[src/rtl/led_pattern_driver.sv]
// Multi-channel LED driver: each channel is OFF, ON, BLINK or PWM.
// Channels are configured through a single-entry valid/ready write port.
// The LED pins are driven straight from registers. The power-on pattern
// stays on the pins until the first write arrives.

// One LED channel. It holds the mode/duty configuration and the output flop.
module led_pattern_chan #(
    parameter int   PWM_BITS = 8,
    parameter logic RST_ON   = 1'b0
) (
    input  logic                clk,
    input  logic                rst,
    input  logic                wr_en,
    input  logic [1:0]          wr_mode,
    input  logic [PWM_BITS-1:0] wr_duty,
    input  logic [PWM_BITS-1:0] pwm_cnt,
    input  logic                blink_phase,
    output logic                led
);
    localparam logic [1:0] MODE_OFF   = 2'd0;
    localparam logic [1:0] MODE_ON    = 2'd1;
    localparam logic [1:0] MODE_BLINK = 2'd2;
    localparam logic [1:0] MODE_PWM   = 2'd3;

    logic [1:0]          mode_q, mode_d;
    logic [PWM_BITS-1:0] duty_q, duty_d;
    logic                led_q, led_d;

    // Next config comes from an accepted write. The LED bit is decoded from the
    // config already stored, which gives one cycle of config-to-pin latency.
    always_comb begin
        mode_d = mode_q;
        duty_d = duty_q;
        if (wr_en) begin
            mode_d = wr_mode;
            duty_d = wr_duty;
        end
        case (mode_q)
            MODE_OFF:   led_d = 1'b0;
            MODE_ON:    led_d = 1'b1;
            MODE_BLINK: led_d = blink_phase;
            MODE_PWM:   led_d = (pwm_cnt < duty_q);
            default:    led_d = 1'b0;
        endcase
    end

    // Channel registers. Reset restores the power-on pattern bit.
    always_ff @(posedge clk) begin
        if (rst) begin
            mode_q <= RST_ON ? MODE_ON : MODE_OFF;
            duty_q <= '1;
            led_q  <= RST_ON;
        end else begin
            mode_q <= mode_d;
            duty_q <= duty_d;
            led_q  <= led_d;
        end
    end

    assign led = led_q;
endmodule

module led_pattern_driver #(
    parameter int                  NUM_LEDS      = 5,
    parameter int                  PWM_BITS      = 8,
    parameter int                  BLINK_TICKS   = 6000000,
    parameter logic [NUM_LEDS-1:0] RESET_PATTERN = 5'b10101,
    localparam int                 CW            = (NUM_LEDS > 1) ? $clog2(NUM_LEDS) : 1
) (
    input  logic                clk,
    input  logic                rst,
    input  logic                cfg_valid,
    output logic                cfg_ready,
    input  logic [CW-1:0]       cfg_chan,
    input  logic [1:0]          cfg_mode,
    input  logic [PWM_BITS-1:0] cfg_duty,
    output logic [NUM_LEDS-1:0] led
);
    localparam int            BCW        = $clog2(BLINK_TICKS);
    localparam logic [BCW-1:0] BLINK_LAST = BCW'(BLINK_TICKS - 1);

    logic [PWM_BITS-1:0] pwm_cnt_q, pwm_cnt_d;
    logic [BCW-1:0]      blink_cnt_q, blink_cnt_d;
    logic                blink_phase_q, blink_phase_d;
    logic                arm_q, arm_d;
    logic                ready_q, ready_d;
    logic                accept;

    assign accept    = cfg_valid && ready_q;
    assign cfg_ready = ready_q;

    // Shared timebase: the PWM counter runs free and wraps. The blink counter
    // flips the phase on every wrap. The ready signal comes up two edges after
    // reset is released, with arm_q as the intermediate stage.
    always_comb begin
        pwm_cnt_d     = pwm_cnt_q + 1'b1;
        blink_cnt_d   = blink_cnt_q + 1'b1;
        blink_phase_d = blink_phase_q;
        if (blink_cnt_q == BLINK_LAST) begin
            blink_cnt_d   = '0;
            blink_phase_d = ~blink_phase_q;
        end
        arm_d   = 1'b1;
        ready_d = arm_q;
    end

    // Shared registers. A reset restarts the timebase and closes the write port.
    always_ff @(posedge clk) begin
        if (rst) begin
            pwm_cnt_q     <= '0;
            blink_cnt_q   <= '0;
            blink_phase_q <= 1'b1;
            arm_q         <= 1'b0;
            ready_q       <= 1'b0;
        end else begin
            pwm_cnt_q     <= pwm_cnt_d;
            blink_cnt_q   <= blink_cnt_d;
            blink_phase_q <= blink_phase_d;
            arm_q         <= arm_d;
            ready_q       <= ready_d;
        end
    end

    // One channel instance per LED. A channel number that matches no instance
    // is accepted by the port and then dropped.
    for (genvar g = 0; g < NUM_LEDS; g++) begin : g_chan
        logic wr_en;
        assign wr_en = accept && (cfg_chan == CW'(g));

        led_pattern_chan #(
            .PWM_BITS (PWM_BITS),
            .RST_ON   (RESET_PATTERN[g])
        ) u_chan (
            .clk         (clk),
            .rst         (rst),
            .wr_en       (wr_en),
            .wr_mode     (cfg_mode),
            .wr_duty     (cfg_duty),
            .pwm_cnt     (pwm_cnt_q),
            .blink_phase (blink_phase_q),
            .led         (led[g])
        );
    end
endmodule

[config.mk]
export PLATFORM = sky130hd
export DESIGN_NAME = led_pattern_driver
export DESIGN_NICKNAME = d
export VERILOG_FILES = /design/src/rtl/led_pattern_driver.sv
export SDC_FILE = /design/constraint.sdc
export NUM_CORES = 1
export LEC_CHECK = 0
export CORE_ASPECT_RATIO = 1.25
export CORE_MARGIN = 2
export CORE_UTILIZATION = 59
export DETAILED_ROUTE_END_ITERATION = 8
export PLACE_DENSITY_LB_ADDON = 0.12
export RECOVER_POWER = 25
export SYNTH_ARGS = -nofsm -noshare
export SYNTH_HDL_FRONTEND = slang
export SYNTH_SLANG_ARGS = --single-unit
[constraint.sdc]
create_clock -name clk -period 3 [get_ports clk]
set_input_delay 0.75 -clock clk [delete_from_list [all_inputs] [get_ports clk]]
set_output_delay 0.75 -clock clk [all_outputs]
set_load 0.02 [all_outputs]
After elaboration in Yosys (flattened, before gate mapping)
Cells that the tools add are included.
{"block": "word_totals", "regBits": 89, "latch_bits": 0, "ramBits": 0, "mem_bits_ro": 0, "wordCells": 67, "mem_count": 0}
{"block": "classes", "addsub": 2, "multipliers": 0, "div_mod_pow": 0, "magnitude_cmp": 5, "n_eq_ne": 20, "n_shift": 0, "mux": 6, "bitwise": 1, "reduce_logical": 13}
{"operator": "$lt 8x8->1", "n": 5}
{"operator": "$add 23x1->23 const B", "n": 1}
{"operator": "$eq 23x23->1 const B", "n": 1}
{"operator": "$eq 2x2->1 const B", "n": 10}
{"operator": "$pmux 1 s4", "n": 5}
{"operator": "$eq 2x1->1 const B", "n": 5}
{"operator": "$logic_not 2->1", "n": 5}
{"operator": "$add 8x1->8 const B", "n": 1}
{"operator": "$eq 3x2->1 const B", "n": 2}
{"operator": "$logic_and 1x1->1", "n": 6}
{"operator": "$eq 3x1->1 const B", "n": 1}
{"operator": "$eq 3x3->1 const B", "n": 1}
{"operator": "$logic_not 3->1", "n": 1}
{"operator": "$reduce_or 2->1", "n": 1}
{"operator": "$mux 1", "n": 1}
{"operator": "$not 1->1", "n": 1}

Logic depth before layout (Yosys ltp)
Gate-level depths: netlist of run 1.
{"block": "depth", "word_depth": 2, "mapped_depth": 7, "mapped_depth_nobuf": 7}

Cells and area by module
Synthesis of run 1 repeated with hierarchy kept, for this count alone.
{"block": "hier_totals", "cells_unflattened": 472, "area_unflattened_um2": 4314.1}
{"module": "led_pattern_chan at g_chan[0].u_chan ...", "n_inst": 3, "cells_per_inst": 60, "area_per_inst_um2": 553.0, "seq_area_each_um2": 220.2}
{"module": "led_pattern_driver", "n_inst": 1, "cells_per_inst": 168, "area_per_inst_um2": 1521.5, "seq_area_each_um2": 680.7}
{"module": "led_pattern_chan at g_chan[1].u_chan ...", "n_inst": 2, "cells_per_inst": 62, "area_per_inst_um2": 566.8, "seq_area_each_um2": 220.2}

Least setup slack after synthesis of run 1
OpenSTA, ideal clock, no wires.
{"block": "synth_path", "path_type": "input to register", "startpoint": "input cfg_chan[2]", "endpoint": "register g_chan[1].u_chan.duty_q[7]", "setup_ns": 0.141, "arrival_ns": 1.782, "t_required_ns": 2.859, "slack_ns": 1.077, "cell_stages": 5, "path_buffers": 1, "cell_sequence": "and3b_1 nand2_1 nor2_1 buf_2 o211ai_1"}
{"block": "synth_between", "elab_chain_cells": 2}
{"element": "start: declaration", "line_no": "74", "source": "input logic [CW-1:0] cfg_chan,"}
{"element": "$eq 3x1->1", "line_no": "128", "source": "assign wr_en = accept && (cfg_chan == CW'(g));"}
{"element": "$logic_and 1x1->1", "line_no": "128"}
{"element": "end signal: assignment", "line_no": "55", "source": "duty_q <= duty_d;"}
{"element": "end: declaration", "line_no": "26", "source": "logic [PWM_BITS-1:0] duty_q, duty_d;"}
Every way passes these cells.
A chain may end at the register's enable or synchronous reset.

Worst setup path in the final report of run 1
{"block": "layout_path", "startpoint": "input rst", "endpoint": "register g_chan[0].u_chan.led_q"}
{"element": "start: declaration", "line_no": "71", "source": "input logic rst,"}
{"element": "end signal: assignment", "line_no": "56", "source": "led_q <= led_d;"}
{"element": "end: declaration", "line_no": "27", "source": "logic led_q, led_d;"}
No word-level cell between the ends.

==> flow_summary.ini, run 1 <==
[run_status]
status = completed

[clock_network]
clk_latency_ns = 0.35
post_cts_resized = 0
cts_made_buffers = 9
cts_buffer_depth = 2
cts_setup_buffers = 0
cts-root-buf = clkbuf_8
htree_num_levels = 3
tritoncts = done
ctsHoldBuffers = 0
clk_pin_slew_ns = 0.08
cts_sinks = 89

[logic_synthesis]
synth_xor_area_frac = 0.0583
avgSynthCellArea_um2 = 8.82
ys_seq_elements = 89
yosys.cell_types.count = 41
syn_area_um2 = 4210
synth_seq_area_share = 0.424
synth_compound_area_frac = 0.134
synth_cells = 477
syn_nets = 530
synth.area.mux_share = 0.0220
synth-simple-area-share = 0.186
yosys.area_share.adder = 0.110
synth_top_family_by_area = simple AND/OR/NAND/NOR gates
yosys_warnings = 0

[floorplan]
die_h_um = 98.4
die_area_um2 = 7820
start_util = 0.606
core-area_um2 = 6930
num_io_pins = 22
die_w_um = 79.5
num_rows = 34

[global_route]
gr-usage-all-layers = 0.248
grt_use_met3 = 0.0351
antenna_found_initial = 0
gr-usage-met2 = 0.419
grt_pass1_vias = 3188
grt_start_max_net_pins = 40
grt.busiest_layer = met2
grt_pass1_wl_um = 15000
grtUsageMet1 = 0.313
grt-ovfl-total = 0

[sta]
whs_ns = 0.445
fin_worst_skew_ns = 0.00759
tightest_slew_ns = 0.969
slew_headroom = 0.354
rsz0062_at_grt = false
final-hold-violation-count = 0
setup_viol = 0
clock.fmax_mhz = 418
fin_setup_tns_ns = 0
period_minus_slack_ns = 2.39
finalMaxSlewViolations = 0
post-route-period-util = 0.798

[power_and_ir_drop]
peakVddDrop_mv = 0.273
cellPowerDensity_nw_per_um2 = 485
p_leak_nw = 2.15
report.power.total_mw = 2.25

[drt]
totalWireLength_um = 9110
drc = 0
vias_per_cell = 5.61
wl_per_cell_um = 15.6
drt_iter0_drc = 161
antenna_left = 0
dr.pass1.iters = 4
vias = 3281

[setup_path]
r2r_setup_slack_ns = 0.77
crit_end = g_chan[0].u_chan.led
crit_fanout = 39
critPathRequiredTime_ns = 3.17
r2r_end = blink_cnt_q[19]
worst-setup-path-type = primary input to flip-flop
ff2ff_path_depth = 5
cp-start-kind = primary input
crit_path_start = rst
critPathArrivalTime_ns = 2.57
reg2reg_from = blink_cnt_q[9]
endpoint_kind = flip-flop

[placed_design]
routabilityCongestion = 0.800
dp_hpwl_um = 6320
portBuffers = 21

[layout]
drive_gt1_frac = 0.0424
nets = 543
fin_util = 0.670
diodes = 0
area_delta_synth_final_pct = 10.4

[min_path]
hp-class = flip-flop to flip-flop

[job]
cap_violations = 0
-- cell usage in the layout (no fill, tap or decap), types with 4 or more instances in the layout --
| master | instances |
|---|---|
| ha_1 | 37 |
| xor2_1 | 16 |
| a21oi_1 | 16 |
| nor2_1 | 42 |
| o211ai_1 | 38 |
| nand3_1 | 17 |
| xnor2_1 | 12 |
| nor3_1 | 4 |
| clkbuf_8 | 11 |
| nor2b_1 | 6 |
| o21ai_0 | 10 |
| clkdlybuf4s50_1 | 19 |
| mux2i_1 | 7 |
| nand4_1 | 8 |
| and3_1 | 6 |
| dfxtp_1 | 89 |
| nand2_1 | 69 |
| inv_1 | 41 |
-- area by class of cell --
cell class | instances | area, um2
Fill cell | 595 | 2290
Multi-Input combinational cell | 324 | 2130
Sequential cell | 89 | 1780
Timing Repair Buffer | 25 | 234
Clock buffer | 12 | 155
Inverter | 41 | 154
Tap cell | 90 | 113
Clock inverter | 4 | 73.8
-- Yosys cell counts --
cell       number  area [um2]
o2111ai_1       3        26.3
nand2_2         1        6.26
nor4_1          3        18.8
buf_1           2        7.51
mux2_2          2        22.5
a21boi_0        2        15.0
buf_6           2        22.5
mux2i_1         7        70.1
a311oi_1        2        17.5
a21o_1          3        22.5
o21ai_0        10        50.1
nor2_1         42         158
xor2_1         16         140
o211a_1         2        20.0
or4b_1          1        10.0
and3_1          6        37.5
o211ai_1       38         285
nor2b_1         6        37.5
and2_1          2        12.5
nor4b_2         1        15.0
nand4_1         7        43.8
a211oi_1        2        15.0
inv_1          41         154
nor3_1          4        20.0
nand3_1        17        85.1
nand2b_1        3        18.8
ha_1           37         463
o21a_1          1        7.51
nand4_2         1        12.5
and4_1          3        26.3
dfxtp_1        89        1780
buf_2           2        10.0
nand2_1        68         255
and3b_1         2        17.5
buf_4           5        37.5
clkbuf_1       12        45.0
o221ai_1        2        17.5
or2_2           1        6.26
a211o_1         1        8.76
xnor2_1        12         105
a21oi_1        16        80.1
-- sequential cells by signal, summed over array words and instances, names as in the netlist --
signal / count
cfg_ready: 1
g_chan.u_chan.mode_q: 10
g_chan.u_chan.duty_q: 40
blink_cnt_q: 23
blink_phase_q: 1
g_chan.u_chan.led: 5
pwm_cnt_q: 8
arm_q: 1
-- stage by stage --
stage          cell area, um2  setup WS (ns)  instances
2_1_floorplan            4210           1.08        477
3_3_place_gp             4450          0.616        569
3_5_place_dp             4450          0.537        569
4_1_cts                  4680          0.849        585
5_1_grt                  4640          0.464        585
6_report                 4640          0.605        585
-- how the worst min path moves through the flow --
stage	startpoint	end	slack (ns)	depth (start not counted)
after floorplan	arm_q	cfg_ready	0.41	1
after global placement	arm_q	cfg_ready	0.42	1
after detailed placement	arm_q	cfg_ready	0.43	1
after CTS	arm_q	cfg_ready	0.45	1
after global routing	arm_q	cfg_ready	0.48	1
final	arm_q	cfg_ready	0.44	1
-- logic make-up after synthesis --
| group | after synthesis |
|---|---|
| AOI/OAI and AO/OA | 82 |
| xor gates and xnor gates | 28 |
| adders and majority gates | 37 |
| buffers and inverters | 64 |
| DFF | 89 |
| muxes | 9 |
| and+or+nand+nor | 168 |
-- routing by layer --
metal / share of wire / up-vias
met4: 0.021 / 0
met3: 0.046 / 18
met5: 0 / -
li1: - / 1666
met1: 0.44 / 1528
met2: 0.49 / 69
-- report_power, final --
group          switching (mW)  internal, mW  leakage (nW)  total, mW
Sequential             0.0160          1.20         0.722       1.21
Combinational          0.0658        0.0441          1.31      0.110
Clock                   0.413         0.517         0.117      0.930
-- worst max-delay path, stage by stage --
cell,delay [ns]
dlygate4sd3_1,0.56
inv_1,0.26
clkbuf_2,0.70
o221ai_1,0.29
(Power assumes the default switching activity.)
==> run 2: changes to the inputs <==
clock period = 2.4 ns   (was 3 ns; I/O delays follow)
==> flow_summary.ini, run 2 (synthesis results as in run 1) <==
[job]
cap_violations = 0

[sta]
tightest_slew_ns = 0.968
rsz0062_at_grt = false
setup_viol = 0
slew_headroom = 0.355
final-hold-violation-count = 0
final.setup.worst_slack_ns = 0.418
fin_setup_tns_ns = 0
finalMaxSlewViolations = 0
whs_ns = 0.440
clock.fmax_mhz = 505
fin_worst_skew_ns = 0.00896
post-route-period-util = 0.826
period_minus_slack_ns = 1.98

[drt]
wl_per_cell_um = 15.3
totalWireLength_um = 9130
vias = 3359
vias_per_cell = 5.64
drt_iter0_drc = 150
antenna_left = 0
dr.pass1.iters = 5
drc = 0

[floorplan]
start_util = 0.606
die_area_um2 = 7820
die_h_um = 98.4
die_w_um = 79.5
num_rows = 34
num_io_pins = 22
core-area_um2 = 6930

[power_and_ir_drop]
p_sw_frac = 0.211
peakVddDrop_mv = 0.667
clkPwrFrac = 0.439
p_sw_uw = 622
intPower_mw = 2.33
seqPwrFrac = 0.512
cellPowerDensity_nw_per_um2 = 620
combPwrFrac = 0.050
p_leak_nw = 2.21

[setup_path]
endpoint_kind = flip-flop
critPathRequiredTime_ns = 2.63
cp-start-kind = flip-flop
ff2ff_path_depth = 5
critPathArrivalTime_ns = 2.22
r2r_setup_slack_ns = 0.42
reg2reg_from = blink_cnt_q[9]
r2r_end = blink_cnt_q[15]
worst-setup-path-type = flip-flop to flip-flop
crit_end = blink_cnt_q[15]
crit_path_start = blink_cnt_q[9]
crit_fanout = 22

[layout]
drive_gt1_frac = 0.0652
nets = 554
largest_reg_flops = 40
nFillCells = 580
reg.largest.list = g_chan.u_chan.duty_q x40, blink_cnt_q x23, g_chan.u_chan.mode_q x10
diodes = 0
multiInputGateArea_um2 = 2140
stdcell_count = 596
fin_area_um2 = 4760
register_area_um2 = 1780
final_common_cell = dfxtp_1
mostFrequentLayoutCells = dfxtp_1, nand2_1, nor2_1
regMostFlops = g_chan.u_chan.duty_q
area_delta_synth_final_pct = 13.3

[clock_network]
cts_sinks = 89
cts_made_buffers = 9
cts_setup_buffers = 0
tritoncts = done
post_cts_resized = 0
clk_pin_slew_ns = 0.08
cts-root-buf = clkbuf_8
cts_buffer_depth = 2
htree_num_levels = 3
ctsHoldBuffers = 0
clk_latency_ns = 0.36

[placed_design]
dp_slack_ns = 0.117
place_area_um2 = 4520
dp_hpwl_um = 6540
routabilityCongestion = 0.856
portBuffers = 21
placedCellCount = 580

[global_route]
grt_pass1_vias = 3318
grt_pass1_wl_um = 15500
grt-ovfl-total = 0
antenna_found_initial = 0
grt_start_max_net_pins = 26
gr-usage-all-layers = 0.257

[run_status]
status = completed

[min_path]
hp-class = flip-flop to flip-flop
==> run 2: power groups by stage <==
stage | Combinational [mW] | Sequential (mW) | Clock [mW]
finish | 0.147 | 1.51 | 1.30
global route | 0.163 | 1.52 | 1.38
CTS | 0.149 | 1.51 | 1.30
detailed placement | 0.147 | 1.55 | 0
global placement | 0.144 | 1.55 | 0
floorplan | 0.0734 | 1.54 | 0
==> run 2: critical path: stages, from the launching register on <==
cell and delay [ns]:
dfxtp_1 0.37, or4b_1 0.54, nor4b_2 0.22, nand4_1 0.24, nand2_2 0.39, nor2_1 0.10
==> run 2: worst min-delay path by stage <==
| stage | to | start | cells past startpoint |
|---|---|---|---|
| 2_1_floorplan | cfg_ready | arm_q | 1 |
| 3_3_place_gp | cfg_ready | arm_q | 1 |
| 3_5_place_dp | cfg_ready | arm_q | 1 |
| 4_1_cts | cfg_ready | arm_q | 1 |
| 5_1_grt | cfg_ready | arm_q | 1 |
| 6_report | cfg_ready | arm_q | 1 |
==> run 2: routing by layer <==
metal  GRT usage  up-vias  wire (um)
met5           0        -          0
met4       0.118        0        253
met3      0.0342       22        311
met2       0.435       65       4490
met1       0.321     1579       4080
li1            -     1693          -
==> run 2: stage by stage <==
step	util	total power, mW
finish	0.687	2.96
global route	0.687	3.06
CTS	0.689	2.97
detailed placement	0.652	1.69
global placement	0.652	1.69
floorplan	-	1.62
==> run 2: layout make-up <==
class,count,share of cell area
clock inverters,4,0.0205
clock buffers,12,0.0347
flip-flops and latches,89,0.374
inverters,41,0.0323
repair buffers,36,0.0654
multi-input cells,324,0.449
well taps,90,0.0236
